$ cat config.mk
export PLATFORM = sky130hd
export DESIGN_NAME = traffic_lamp_monitor
export DESIGN_NICKNAME = d
export VERILOG_FILES = /design/src/rtl/traffic_lamp_monitor.sv
export SDC_FILE = /design/constraint.sdc
export NUM_CORES = 1
export LEC_CHECK = 0
export CAP_MARGIN = 20
export CORE_UTILIZATION = 28
export CTS_BUF_LIST = sky130_fd_sc_hd__clkbuf_16
export DETAILED_ROUTE_END_ITERATION = 7
export PLACE_DENSITY_LB_ADDON = 0.1
export SLEW_MARGIN = 20
export SYNTH_ARGS = -nofsm -noshare
export SYNTH_HDL_FRONTEND = slang
export SYNTH_SLANG_ARGS = --single-unit
$ cat constraint.sdc
create_clock -name clk -period 3.6 [get_ports clk]
set_clock_uncertainty 0.05 [all_clocks]
set_input_delay 0.36 -clock clk [delete_from_list [all_inputs] [get_ports clk]]
set_output_delay 0.36 -clock clk [all_outputs]
set_load 0.05 [all_outputs]
$ cat src/rtl/traffic_lamp_monitor.sv
// Safety monitor between the traffic controller and the physical lamps.
// It registers the lamp drive and filters glitches. It traps illegal
// encodings, conflicting greens/yellows and illegal colour steps. A
// persistent violation latches a fault and flashes red on both roads
// until an operator clear followed by a safe restart (both roads red).
module traffic_lamp_monitor #(
   parameter int unsigned FILT_CYC  = 2,
   parameter int unsigned BLINK_CYC = 4
) (
   input  logic       clk,
   input  logic       rst_n,
   input  logic [2:0] road1_in,
   input  logic [2:0] road2_in,
   input  logic       fault_clr,
   output logic [2:0] road1_lamp,
   output logic [2:0] road2_lamp,
   output logic       fault,
   output logic [2:0] fault_code
);

   localparam logic [2:0] RED = 3'b001;
   localparam logic [2:0] YEL = 3'b010;
   localparam logic [2:0] GRN = 3'b100;
   localparam logic [2:0] OFF = 3'b000;

   localparam logic [2:0] CODE_BAD  = 3'b001;
   localparam logic [2:0] CODE_CONF = 3'b010;
   localparam logic [2:0] CODE_SEQ  = 3'b100;

   localparam logic [7:0]  FILT_LIM   = 8'(FILT_CYC);
   localparam logic [15:0] BLINK_LAST = 16'(BLINK_CYC - 1);

   typedef enum logic [1:0] {
      S_INIT,
      S_NORMAL,
      S_FLASH,
      S_RECOVER
   } state_t;

   state_t      state_q, state_d;
   logic [2:0]  road1_lamp_q, road1_lamp_d;
   logic [2:0]  road2_lamp_q, road2_lamp_d;
   logic        fault_q, fault_d;
   logic [2:0]  fault_code_q, fault_code_d;
   logic [7:0]  filt_cnt_q, filt_cnt_d;
   logic [15:0] blink_cnt_q, blink_cnt_d;

   logic        bad;
   logic        conflict;
   logic        seq_err;
   logic        violation;
   logic [2:0]  cause;
   logic        both_red;

   function automatic logic one_hot(input logic [2:0] c);
      return (c == RED) || (c == YEL) || (c == GRN);
   endfunction

   // Legal steps: hold, R->Y, Y->G, G->Y, Y->R. R<->G jumps are illegal.
   function automatic logic step_ok(input logic [2:0] lamp, input logic [2:0] c);
      logic ok;
      ok = (c == lamp);
      case (lamp)
         RED:     ok = ok || (c == YEL);
         YEL:     ok = ok || (c == GRN) || (c == RED);
         GRN:     ok = ok || (c == YEL);
         default: ok = ok;
      endcase
      return ok;
   endfunction

   // Classify this cycle's inputs against the lamps currently driven.
   always_comb begin
      bad       = !one_hot(road1_in) || !one_hot(road2_in);
      conflict  = !bad && (road1_in != RED) && (road2_in != RED);
      seq_err   = !step_ok(road1_lamp_q, road1_in) || !step_ok(road2_lamp_q, road2_in);
      violation = bad || conflict || seq_err;
      both_red  = (road1_in == RED) && (road2_in == RED);
      if (bad)           cause = CODE_BAD;
      else if (conflict) cause = CODE_CONF;
      else               cause = CODE_SEQ;
   end

   // Next-state and next-output logic for the monitor FSM.
   always_comb begin
      state_d      = state_q;
      road1_lamp_d = road1_lamp_q;
      road2_lamp_d = road2_lamp_q;
      fault_d      = fault_q;
      fault_code_d = fault_code_q;
      filt_cnt_d   = filt_cnt_q;
      blink_cnt_d  = blink_cnt_q;
      case (state_q)
         S_INIT: begin
            road1_lamp_d = RED;
            road2_lamp_d = RED;
            if (both_red) state_d = S_NORMAL;
         end
         S_NORMAL: begin
            if (!violation) begin
               road1_lamp_d = road1_in;
               road2_lamp_d = road2_in;
               filt_cnt_d   = 8'd0;
            end else if (filt_cnt_q + 8'd1 == FILT_LIM) begin
               // Trip: the first flash cycle shows red, so load RED here.
               state_d      = S_FLASH;
               fault_d      = 1'b1;
               fault_code_d = cause;
               blink_cnt_d  = 16'd0;
               filt_cnt_d   = 8'd0;
               road1_lamp_d = RED;
               road2_lamp_d = RED;
            end else begin
               filt_cnt_d = filt_cnt_q + 8'd1;
            end
         end
         S_FLASH: begin
            if (fault_clr) begin
               state_d      = S_RECOVER;
               road1_lamp_d = RED;
               road2_lamp_d = RED;
               blink_cnt_d  = 16'd0;
            end else if (blink_cnt_q == BLINK_LAST) begin
               // The lamp register itself holds the flash phase.
               blink_cnt_d  = 16'd0;
               road1_lamp_d = (road1_lamp_q == RED) ? OFF : RED;
               road2_lamp_d = (road1_lamp_q == RED) ? OFF : RED;
            end else begin
               blink_cnt_d = blink_cnt_q + 16'd1;
            end
         end
         S_RECOVER: begin
            road1_lamp_d = RED;
            road2_lamp_d = RED;
            if (both_red) begin
               state_d      = S_NORMAL;
               fault_d      = 1'b0;
               fault_code_d = OFF;
               filt_cnt_d   = 8'd0;
            end
         end
         default: state_d = S_INIT;
      endcase
   end

   // State and output registers with synchronous active-low reset.
   always_ff @(posedge clk) begin
      if (!rst_n) begin
         state_q      <= S_INIT;
         road1_lamp_q <= RED;
         road2_lamp_q <= RED;
         fault_q      <= 1'b0;
         fault_code_q <= 3'b000;
         filt_cnt_q   <= 8'd0;
         blink_cnt_q  <= 16'd0;
      end else begin
         state_q      <= state_d;
         road1_lamp_q <= road1_lamp_d;
         road2_lamp_q <= road2_lamp_d;
         fault_q      <= fault_d;
         fault_code_q <= fault_code_d;
         filt_cnt_q   <= filt_cnt_d;
         blink_cnt_q  <= blink_cnt_d;
      end
   end

   assign road1_lamp = road1_lamp_q;
   assign road2_lamp = road2_lamp_q;
   assign fault      = fault_q;
   assign fault_code = fault_code_q;

endmodule

==> results by group, run 1 <==
Yosys
  – Post-Syn Area per Cell: 8.21 um^2
  – Syn Nets: 315
  – Yosys reg bits: 36
  – Post-synthesis cell area: 2460 um^2
  – EDFF count, synth: 0
  – Post-synthesis async set-or-reset flop share: 0
  – Post-synthesis sequential area ratio: 0.293
  – Syn. warnings: 0
  – Mapped Cells: 300
  – Netlist cell types: 59
  – Ys flop type: dfxtp_1

Power and ir drop
  – Part of the power in combinational logic: 0.323
  – Clk pwr share: 0.318
  – PwrDens: 456 nW/um^2
  – P_sw: 0.466 mW
  – Internal power: 0.826 mW
  – VDD IR max: 0.223 mV
  – Switching Fraction: 0.361
  – Flop pwr share: 0.359
  – Pleak: 0.975 nW
  – Power Total: 1.29 mW

STA
  – # setup viols final: 0
  – Setup TNS: 0 ns
  – RSZ-0062 raised after global routing: false
  – Max frequency: 0.335 GHz
  – Measured slew at the worst slew-check pin: 0.865 ns
  – Fin. Hold Viols: 0
  – Max-slew violation count: 0
  – Max_slew headroom: 0.420
  – Period Utilization, post-route: 0.828
  – Min Clock Period, post-route: 2.98 ns

Clock network
  – Clock Latency Late Sink: 0.28 ns
  – Clk sinks: 36
  – CTS Buf Count: 5
  – CTS clock-pin slew for the worst setup and hold paths: 0.06 ns
  – CTS tree: yes
  – Hold Buf Count CTS: 0
  – Worst-case clock buffer depth: 2
  – Post_cts resized: 0
  – Setup bufs post-CTS: 0
  – Root Driver: clkbuf_16
  – H-tree levels: 2

Routing
  – Final wirelength: 6510 um
  – Via-to-Cell Ratio: 5.51
  – Via Count: 2,263
  – Routed len/inst: 15.8 um
  – DRT Pass-1 Iters: 5
  – Drt initial violations: 129
  – DRC: 0
  – Remaining antenna violation count: 0

Critical path
  – Crit-path max FO: 11
  – Worst r2r dst: blink_cnt_q[6]
  – CP Class: register to register
  – Worst EP arrival: 3.11 ns
  – Worst path depth: 8
  – Critical path endpoint category: register
  – Worst Setup EP: blink_cnt_q[6]
  – Worst R2R Path Depth: 8
  – Worst stage delay on the critical path: 0.52 ns
  – R2r startpoint: filt_cnt_q[0]
  – Crit-path cells: ha_1 > and3_1 > a41oi_1 > nor3b_1 > a31oi_1 > or3_1 > buf_4 > o41ai_1
  – CP max stage cell: dfxtp_1
  – Setup crit start: filt_cnt_q[0]
  – Critical path buffer and inverter count: 1
  – CP top delay family: simple AND/OR/NAND/NOR gates
  – Nature of the critical path startpoint: register
  – Flop2flop setup slack: 0.62 ns
  – Worst endpoint required time: 3.73 ns

Global routing
  – First-pass GRT wire length: 10,900 um
  – Initial antenna violation count: 0
  – Vias in the first global route: 2,162
  – Grt ovf: 0
  – Pin count of the biggest net entering global routing: 35
  – Global Route Usage Sum: 0.154

Floorplanning
  – Site Rows: 33
  – Die Span X: 95.8 um
  – Die area: 9180 um^2
  – IO Pins: 19
  – Die Y: 95.8 um
  – Placeable Area: 8380 um^2
  – Initial Utilization: 0.294

Final layout
  – Final Util: 0.338
  – Share of layout cells above drive strength 1: 0.0784
  – Ant. Diodes: 0
  – Leading cell type in the layout, fill and taps excluded: dfxtp_1
  – Finished Layout Cells: 411
  – Nets: 321
  – FILL cells: 888
  – Area Overhead vs Synth: 14.9%
  – Most frequent cells in the layout: 36 x dfxtp_1, 20 x nor2_1, 18 x clkdlybuf4s50_1

Place
  – Post-Place Cells: 404
  – Buffers on Ports: 18
  – Hpwl dp: 4460 um
  – Placer Congestion: 0.746

Run
  – Maxcap violations: 0

Hold path
  – Worst hold path type: register to register

Outcome
  – Status: completed
==> flip-flops by register name (all words and copies together), names as in the netlist <==
name         cells
blink_cnt_q     16
road2_lamp       3
fault            1
state_q          2
filt_cnt_q       8
road1_lamp       3
fault_code       3
==> synth_stat cells (7+ instances only) <==
cell       n  share of area
nand2_1   17          0.026
buf_2     11          0.022
xnor2_1   10          0.036
nor2_1    20          0.030
dfxtp_1   36           0.29
a31oi_1    8          0.020
clkbuf_1  10          0.015
o21ai_0   15          0.030
a21oi_1   11          0.022
nand2b_1   7          0.018
o311ai_0  14          0.050
nand3_1   16          0.033
inv_1      9          0.014
nand3b_1  10          0.030
==> cells by family (layout without fill, tap and decap cells) <==
logic type,after synthesis,count (layout),share of synthesized area
simple gates,114,114,0.269
flops,36,36,0.293
xor+xnor,13,13,0.0462
fa+ha+maj,6,6,0.0305
compound gates,90,90,0.271
mux,6,6,0.0244
buf+inv,35,41,0.0660
==> worst min path at each step <==
stage                           to      startpoint  slack (ns)  cells past startpoint
detailed placement           fault           fault        0.41                      2
CTS                          fault           fault        0.43                      2
global placement             fault           fault        0.41                      2
finish                       fault           fault        0.42                      2
floorplan           blink_cnt_q[9]  blink_cnt_q[9]        0.40                      1
global route                 fault           fault        0.44                      2
==> worst register-to-register path: stages, from the launching register on <==
cell and delay (ns):
dfxtp_1 0.52, ha_1 0.39, and3_1 0.25, a41oi_1 0.14, nor3b_1 0.39, a31oi_1 0.19
or3_1 0.43, buf_4 0.22, o41ai_1 0.30
==> power groups by stage <==
stage	logic (mW)	registers, mW	clock network [mW]
after floorplan	0.263	0.509	0
after global placement	0.421	0.473	0
after detailed placement	0.416	0.473	0
after CTS	0.418	0.464	0.425
after global routing	0.461	0.468	0.438
final	0.417	0.463	0.411
==> layer usage <==
layer | global-route usage | up-vias | part of all wire
met5 | 0 | - | 0
met4 | 0.0448 | 0 | 0.012
met3 | 0.0284 | 7 | 0.027
met2 | 0.245 | 31 | 0.45
met1 | 0.212 | 1064 | 0.52
li1 | - | 1161 | -
==> metrics by stage <==
step	worst slack (ns)	hold WS (ns)	cell area, um^2
after floorplan	1.10	0.402	2460
after global placement	0.439	0.414	2700
after detailed placement	0.419	0.408	2700
after CTS	0.582	0.427	2830
after global routing	0.359	0.440	2830
final	0.619	0.422	2830
==> area by class of cell <==
cell class | instances | area (um^2) | area share
repair buffers | 25 | 233 | 0.0822
inverters | 9 | 33.8 | 0.0119
multi-input cells | 229 | 1580 | 0.558
clock buffers | 5 | 125 | 0.0442
well taps | 105 | 131 | 0.0464
flip-flops and latches | 36 | 721 | 0.255
clock inverters | 2 | 7.51 | 0.00265
Power figures use the tool's default switching activity.
==> run 2, diff against run 1 <==
==> constraint.sdc (replaced) <==
create_clock -name clk -period 2.9 [get_ports clk]
set_clock_uncertainty 0.05 [all_clocks]
set_input_delay 0.29 -clock clk [delete_from_list [all_inputs] [get_ports clk]]
set_output_delay 0.29 -clock clk [all_outputs]
set_load 0.05 [all_outputs]
==> run 2 against run 1 <==
Effect of this change: setup slack worse by 0.43 ns; total power is 28% higher; flip-flop and latch count stayed put; highest routed layer unchanged; critical endpoint is now blink_cnt_q[1]; final cell count is 4.9% higher; critical path type unchanged; fmax is 10% higher.
==> results by group, run 2 (synthesized netlist as in run 1, its figures left out) <==
Place
  – Hpwl dp: 4670 um
  – Post-Place Cells: 424
  – Placer Congestion: 0.764
  – Buffers on Ports: 18

Critical path
  – Worst endpoint required time: 3.06 ns
  – Worst stage delay on the critical path: 0.61 ns
  – Crit-path max FO: 6
  – Worst EP arrival: 2.87 ns
  – CP Class: register to register
  – CP top delay family: simple AND/OR/NAND/NOR gates
  – Critical path buffer and inverter count: 1
  – Critical path endpoint category: register
  – Flop2flop setup slack: 0.19 ns
  – Nature of the critical path startpoint: register
  – CP max stage cell: or4b_2
  – Crit-path cells: ha_1 > and3_1 > a41oi_1 > nor3b_1 > a31oi_1 > buf_4 > or4b_2 > a21oi_1

Global routing
  – Grt ovf: 0
  – First-pass GRT wire length: 10,800 um
  – Initial antenna violation count: 0
  – Pin count of the biggest net entering global routing: 24
  – Global Route Usage Sum: 0.152
  – Vias in the first global route: 2,159

STA
  – Max-slew violation count: 0
  – RSZ-0062 raised after global routing: false
  – Max_slew headroom: 0.650
  – # setup viols final: 0
  – Measured slew at the worst slew-check pin: 0.524 ns
  – Period Utilization, post-route: 0.933
  – Min Clock Period, post-route: 2.71 ns
  – Max frequency: 0.369 GHz
  – Setup TNS: 0 ns
  – Fin. Hold Viols: 0

Routing
  – Remaining antenna violation count: 0
  – Via Count: 2,361
  – Routed len/inst: 15.3 um
  – Via-to-Cell Ratio: 5.48
  – DRC: 0
  – DRT Pass-1 Iters: 4
  – Final wirelength: 6580 um
  – Drt initial violations: 195

Final layout
  – Finished Layout Cells: 431
  – Area Overhead vs Synth: 22.1%
  – FF+latch area: 721 um^2
  – Top reg by flops: blink_cnt_q
  – Nets: 341
  – Most frequent cells in the layout: 36 x dfxtp_1, 25 x buf_4, 20 x nor2_1
  – Largest regs: blink_cnt_q (16), filt_cnt_q (8)
  – Footprint of the multi-input gates: 1580 um^2
  – Share of layout cells above drive strength 1: 0.138
  – Ant. Diodes: 0
  – Leading cell type in the layout, fill and taps excluded: dfxtp_1
  – FILL cells: 863
  – Final Util: 0.359
  – Largest register FFs: 16

Floorplanning
  – Die area: 9180 um^2
  – Die Y: 95.8 um
  – Placeable Area: 8380 um^2
  – Initial Utilization: 0.294
  – Site Rows: 33
  – Die Span X: 95.8 um
  – IO Pins: 19

Clock network
  – Setup bufs post-CTS: 0
  – Hold Buf Count CTS: 0
  – Clock Latency Late Sink: 0.28 ns
  – H-tree levels: 2
  – Worst-case clock buffer depth: 2
  – CTS Buf Count: 5
  – Post_cts resized: 0
  – CTS clock-pin slew for the worst setup and hold paths: 0.06 ns
  – CTS tree: yes
  – Clk sinks: 36
  – Root Driver: clkbuf_16

Hold path
  – Worst hold path type: register to register

Power and ir drop
  – Part of the power in combinational logic: 0.352
  – VDD IR max: 0.315 mV
  – Clk pwr share: 0.308
  – Flop pwr share: 0.339
  – Internal power: 1.06 mW
  – P_sw: 0.587 mW
  – PwrDens: 549 nW/um^2
  – Switching Fraction: 0.355
  – Pleak: 1.09 nW

Outcome
  – Status: completed

Run
  – Maxcap violations: 0
-- run 2: cell types whose count changed in the layout (fill, tap and decap cells not counted) --
cell / previous run / this run
clkinv_2: 0 / 1
buf_12: 0 / 2
inv_1: 9 / 10
clkinv_1: 2 / 0
buf_4: 7 / 25
-- run 2: power groups by stage --
stage	Clock (mW)	Combinational (mW)	Sequential (mW)
final	0.509	0.582	0.560
after global routing	0.547	0.637	0.563
after CTS	0.528	0.582	0.560
after detailed placement	0	0.579	0.570
after global placement	0	0.586	0.571
after floorplan	0	0.327	0.631
-- run 2: path summary, 6_finish.rpt --
kind,start,endpoint,cells after the start
max,filt_cnt_q[0],blink_cnt_q[1],8
min,fault,fault,2
max reg2reg,filt_cnt_q[0],blink_cnt_q[1],8
min reg2reg,fault,fault,2
-- run 2: metal layers --
layer	track usage	vias up	routed length [um]	share of wire
met2	0.243	44	2950	0.45
li1	-	1203	-	-
met4	0.0386	0	63	0.0096
met3	0.0276	7	224	0.034
met1	0.209	1107	3350	0.51
met5	0	-	0	0
-- run 2: cell type report --
type                            count  share of cell area
Multi-Input combinational cell    229               0.525
Sequential cell                    36               0.240
Timing Repair Buffer               45               0.136
Tap cell                          105              0.0437
Clock buffer                        5              0.0416
Inverter                            9              0.0112
Clock inverter                      2             0.00291
-- run 2: metrics by stage --
stage / power (mW) / area (um^2) / worst slack, ns / hold WS (ns)
after CTS: 1.67 / 3010 / 0.167 / 0.417
after detailed placement: 1.15 / 2870 / 0.0301 / 0.410
after floorplan: 0.958 / 2460 / 0.401 / 0.402
after global routing: 1.75 / 3010 / 0.0466 / 0.447
after global placement: 1.16 / 2870 / 0.0638 / 0.415
final: 1.65 / 3010 / 0.193 / 0.415
-- run 2: tightest hold or removal path, cell delays in order, from the launching register on --
cell and delay, ns:
dfxtp_1 0.31, nand2_1 0.05, o21ai_0 0.06
==> run 3, diff against run 2 <==
--- a/config.mk
+++ b/config.mk
@@ -9,7 +9,9 @@
 export CORE_UTILIZATION = 28
 export CTS_BUF_LIST = sky130_fd_sc_hd__clkbuf_16
 export DETAILED_ROUTE_END_ITERATION = 7
+export DONT_BUFFER_PORTS = 1
 export PLACE_DENSITY_LB_ADDON = 0.1
+export REMOVE_ABC_BUFFERS = 1
 export SLEW_MARGIN = 20
 export SYNTH_ARGS = -nofsm -noshare
 export SYNTH_HDL_FRONTEND = slang
==> constraint.sdc (replaced) <==
create_clock -name clk -period 2.15 [get_ports clk]
set_clock_uncertainty 0.05 [all_clocks]
set_input_delay 0.215 -clock clk [delete_from_list [all_inputs] [get_ports clk]]
set_output_delay 0.215 -clock clk [all_outputs]
set_load 0.05 [all_outputs]
==> run 3 against run 2 <==
Effect of this change: the run now ends with negative setup slack left; setup slack worse by 0.19 ns; cell area up 13%; register-to-register slack worse by 0.19 ns; combinational power up 55%; sequential power up 47%; total power up 47%; critical path depth unchanged; sequential share of layout area down 2.4 points; routed wire length up 5.2%.
==> results by group, run 3 (synthesized netlist as in run 1, its figures left out) <==
Outcome
  – Status: finished, violations left
  – Failing checks: negative setup slack

Final layout
  – Most frequent cells in the layout: 56 x buf_4, 30 x dfxtp_1, 20 x nor2_1
  – Design Area, Final: 3400 um^2
  – Top reg by flops: blink_cnt_q
  – FILL cells: 834
  – FF+latch area: 736 um^2
  – Footprint of the multi-input gates: 1850 um^2
  – Area Overhead vs Synth: 38.2%
  – Largest register FFs: 16
  – Nets: 359
  – Final Util: 0.406
  – Share of layout cells above drive strength 1: 0.345
  – Leading cell type in the layout, fill and taps excluded: buf_4
  – Ant. Diodes: 0
  – Largest regs: blink_cnt_q (16), filt_cnt_q (8)

Critical path
  – Flop2flop setup slack: -0.0006 ns
  – Crit-path cells: ha_4 > and3_4 > a41oi_2 > nor3b_2 > a31oi_4 > or3_4 > buf_6 > o41ai_2
  – Worst endpoint required time: 2.28 ns
  – CP Class: register to register
  – Worst EP arrival: 2.28 ns
  – Critical path endpoint category: register
  – CP max stage cell: or3_4
  – Crit-path max FO: 7
  – Worst stage delay on the critical path: 0.37 ns
  – Nature of the critical path startpoint: register

Routing
  – Via Count: 2,441
  – DRT Pass-1 Iters: 4
  – Routed len/inst: 15.4 um
  – Via-to-Cell Ratio: 5.42
  – Drt initial violations: 78
  – Remaining antenna violation count: 0
  – Final wirelength: 6930 um
  – DRC: 0

Global routing
  – Global Route Usage Sum: 0.162
  – First-pass GRT wire length: 11,500 um
  – Initial antenna violation count: 0
  – Grt ovf: 0
  – Pin count of the biggest net entering global routing: 37
  – Vias in the first global route: 2,332

STA
  – Max-slew violation count: 0
  – Setup WS post-layout: -0.000630 ns
  – Period Utilization, post-route: 1.00
  – Max frequency: 0.465 GHz
  – RSZ-0062 raised after global routing: true
  – WHS: 0.0368 ns
  – Fin. Hold Viols: 0
  – Max_slew headroom: 0.425
  – Measured slew at the worst slew-check pin: 0.861 ns
  – Min Clock Period, post-route: 2.15 ns
  – # setup viols final: 1

Clock network
  – CTS tree: yes
  – CTS clock-pin slew for the worst setup and hold paths: 0.06 ns
  – Root Driver: clkbuf_16
  – Clock Latency Late Sink: 0.28 ns
  – Clk sinks: 36
  – CTS Buf Count: 5
  – H-tree levels: 2
  – Worst-case clock buffer depth: 2

Floorplanning
  – Initial Utilization: 0.294
  – Die Y: 95.8 um
  – Site Rows: 33
  – Die Span X: 95.8 um
  – Placeable Area: 8380 um^2
  – Die area: 9180 um^2
  – IO Pins: 19

Run
  – Maxcap violations: 0

Place
  – Placer Congestion: 0.754
  – DP Area: 2910 um^2
  – Hpwl dp: 4770 um
  – Buffers on Ports: 0

Power and ir drop
  – Clk pwr share: 0.290
  – P_sw: 0.869 mW
  – PwrDens: 713 nW/um^2
  – Internal power: 1.56 mW
  – Switching Fraction: 0.358
  – VDD IR max: 0.377 mV
  – Pleak: 1.27 nW
  – Part of the power in combinational logic: 0.371
  – Flop pwr share: 0.340

Hold path
  – Worst hold path type: input port to register
[run 3: changes by cell type in the layout (fill, tap and decap cells not counted), moves of 6 or more]
cell,change
clkdlybuf4s50_1,-18
dfxtp_1,-6
buf_4,+31
o311ai_0,-14
o311ai_1,+9
[run 3: routing by layer]
layer | vias to the layer above | wire length (um) | share of wire | global-route usage
li1 | 1234 | - | - | -
met1 | 1177 | 3260 | 0.47 | 0.199
met2 | 28 | 3470 | 0.50 | 0.288
met3 | 2 | 152 | 0.022 | 0.0261
met4 | 0 | 40 | 0.0058 | 0.0460
met5 | - | 0 | 0 | 0
[run 3: worst max-delay path: cells and delay by family, from the launching register on]
| kind | cells | cell delay (ns) |
|---|---|---|
| compound gates | 3 | 0.48 |
| fa+ha+maj | 1 | 0.16 |
| buf+inv | 1 | 0.15 |
| flops | 1 | 0.35 |
| simple gates | 3 | 0.86 |
[run 3: power by group through the flow]
stage | Sequential (mW) | Clock (mW) | Combinational (mW)
final | 0.824 | 0.703 | 0.900
after global routing | 0.832 | 0.766 | 0.985
after CTS | 0.825 | 0.733 | 0.767
after detailed placement | 0.832 | 0 | 0.713
after global placement | 0.831 | 0 | 0.719
after floorplan | 0.866 | 0 | 0.387
[run 3: stage by stage]
step | std cells | setup TNS [ns] | worst slack [ns] | total power [mW]
after floorplan | 274 | -17.05 | -0.734 | 1.25
after global placement | 438 | -3.81 | -0.219 | 1.55
after detailed placement | 438 | -3.69 | -0.240 | 1.54
after CTS | 448 | -0.160 | -0.0378 | 2.33
after global routing | 450 | -1.55 | -0.126 | 2.58
final | 450 | -0.000630 | -0.000630 | 2.43
[run 3: final cells by class]
class / count / area share
inverter: 9 / 0.00992
clock buffer: 5 / 0.0368
clock inverter: 3 / 0.00441
tap: 105 / 0.0386
multi-input combinational: 229 / 0.544
sequential: 36 / 0.216
timing repair buffer: 63 / 0.150
[run 3: final timing paths]
kind                    from               to  cells past startpoint
max            filt_cnt_q[0]   blink_cnt_q[9]                      8
min                    rst_n    road2_lamp[2]                      2
max reg2reg    filt_cnt_q[0]   blink_cnt_q[9]                      8
min reg2reg  blink_cnt_q[12]  blink_cnt_q[12]                      2
[run 3: timing repair]
item,4_1_cts,5_1_grt
endpoints found under the setup margin,28,29
pin swaps,10,24
hold buffers,0,0
resized for setup,37,45
setup buffers,2,4
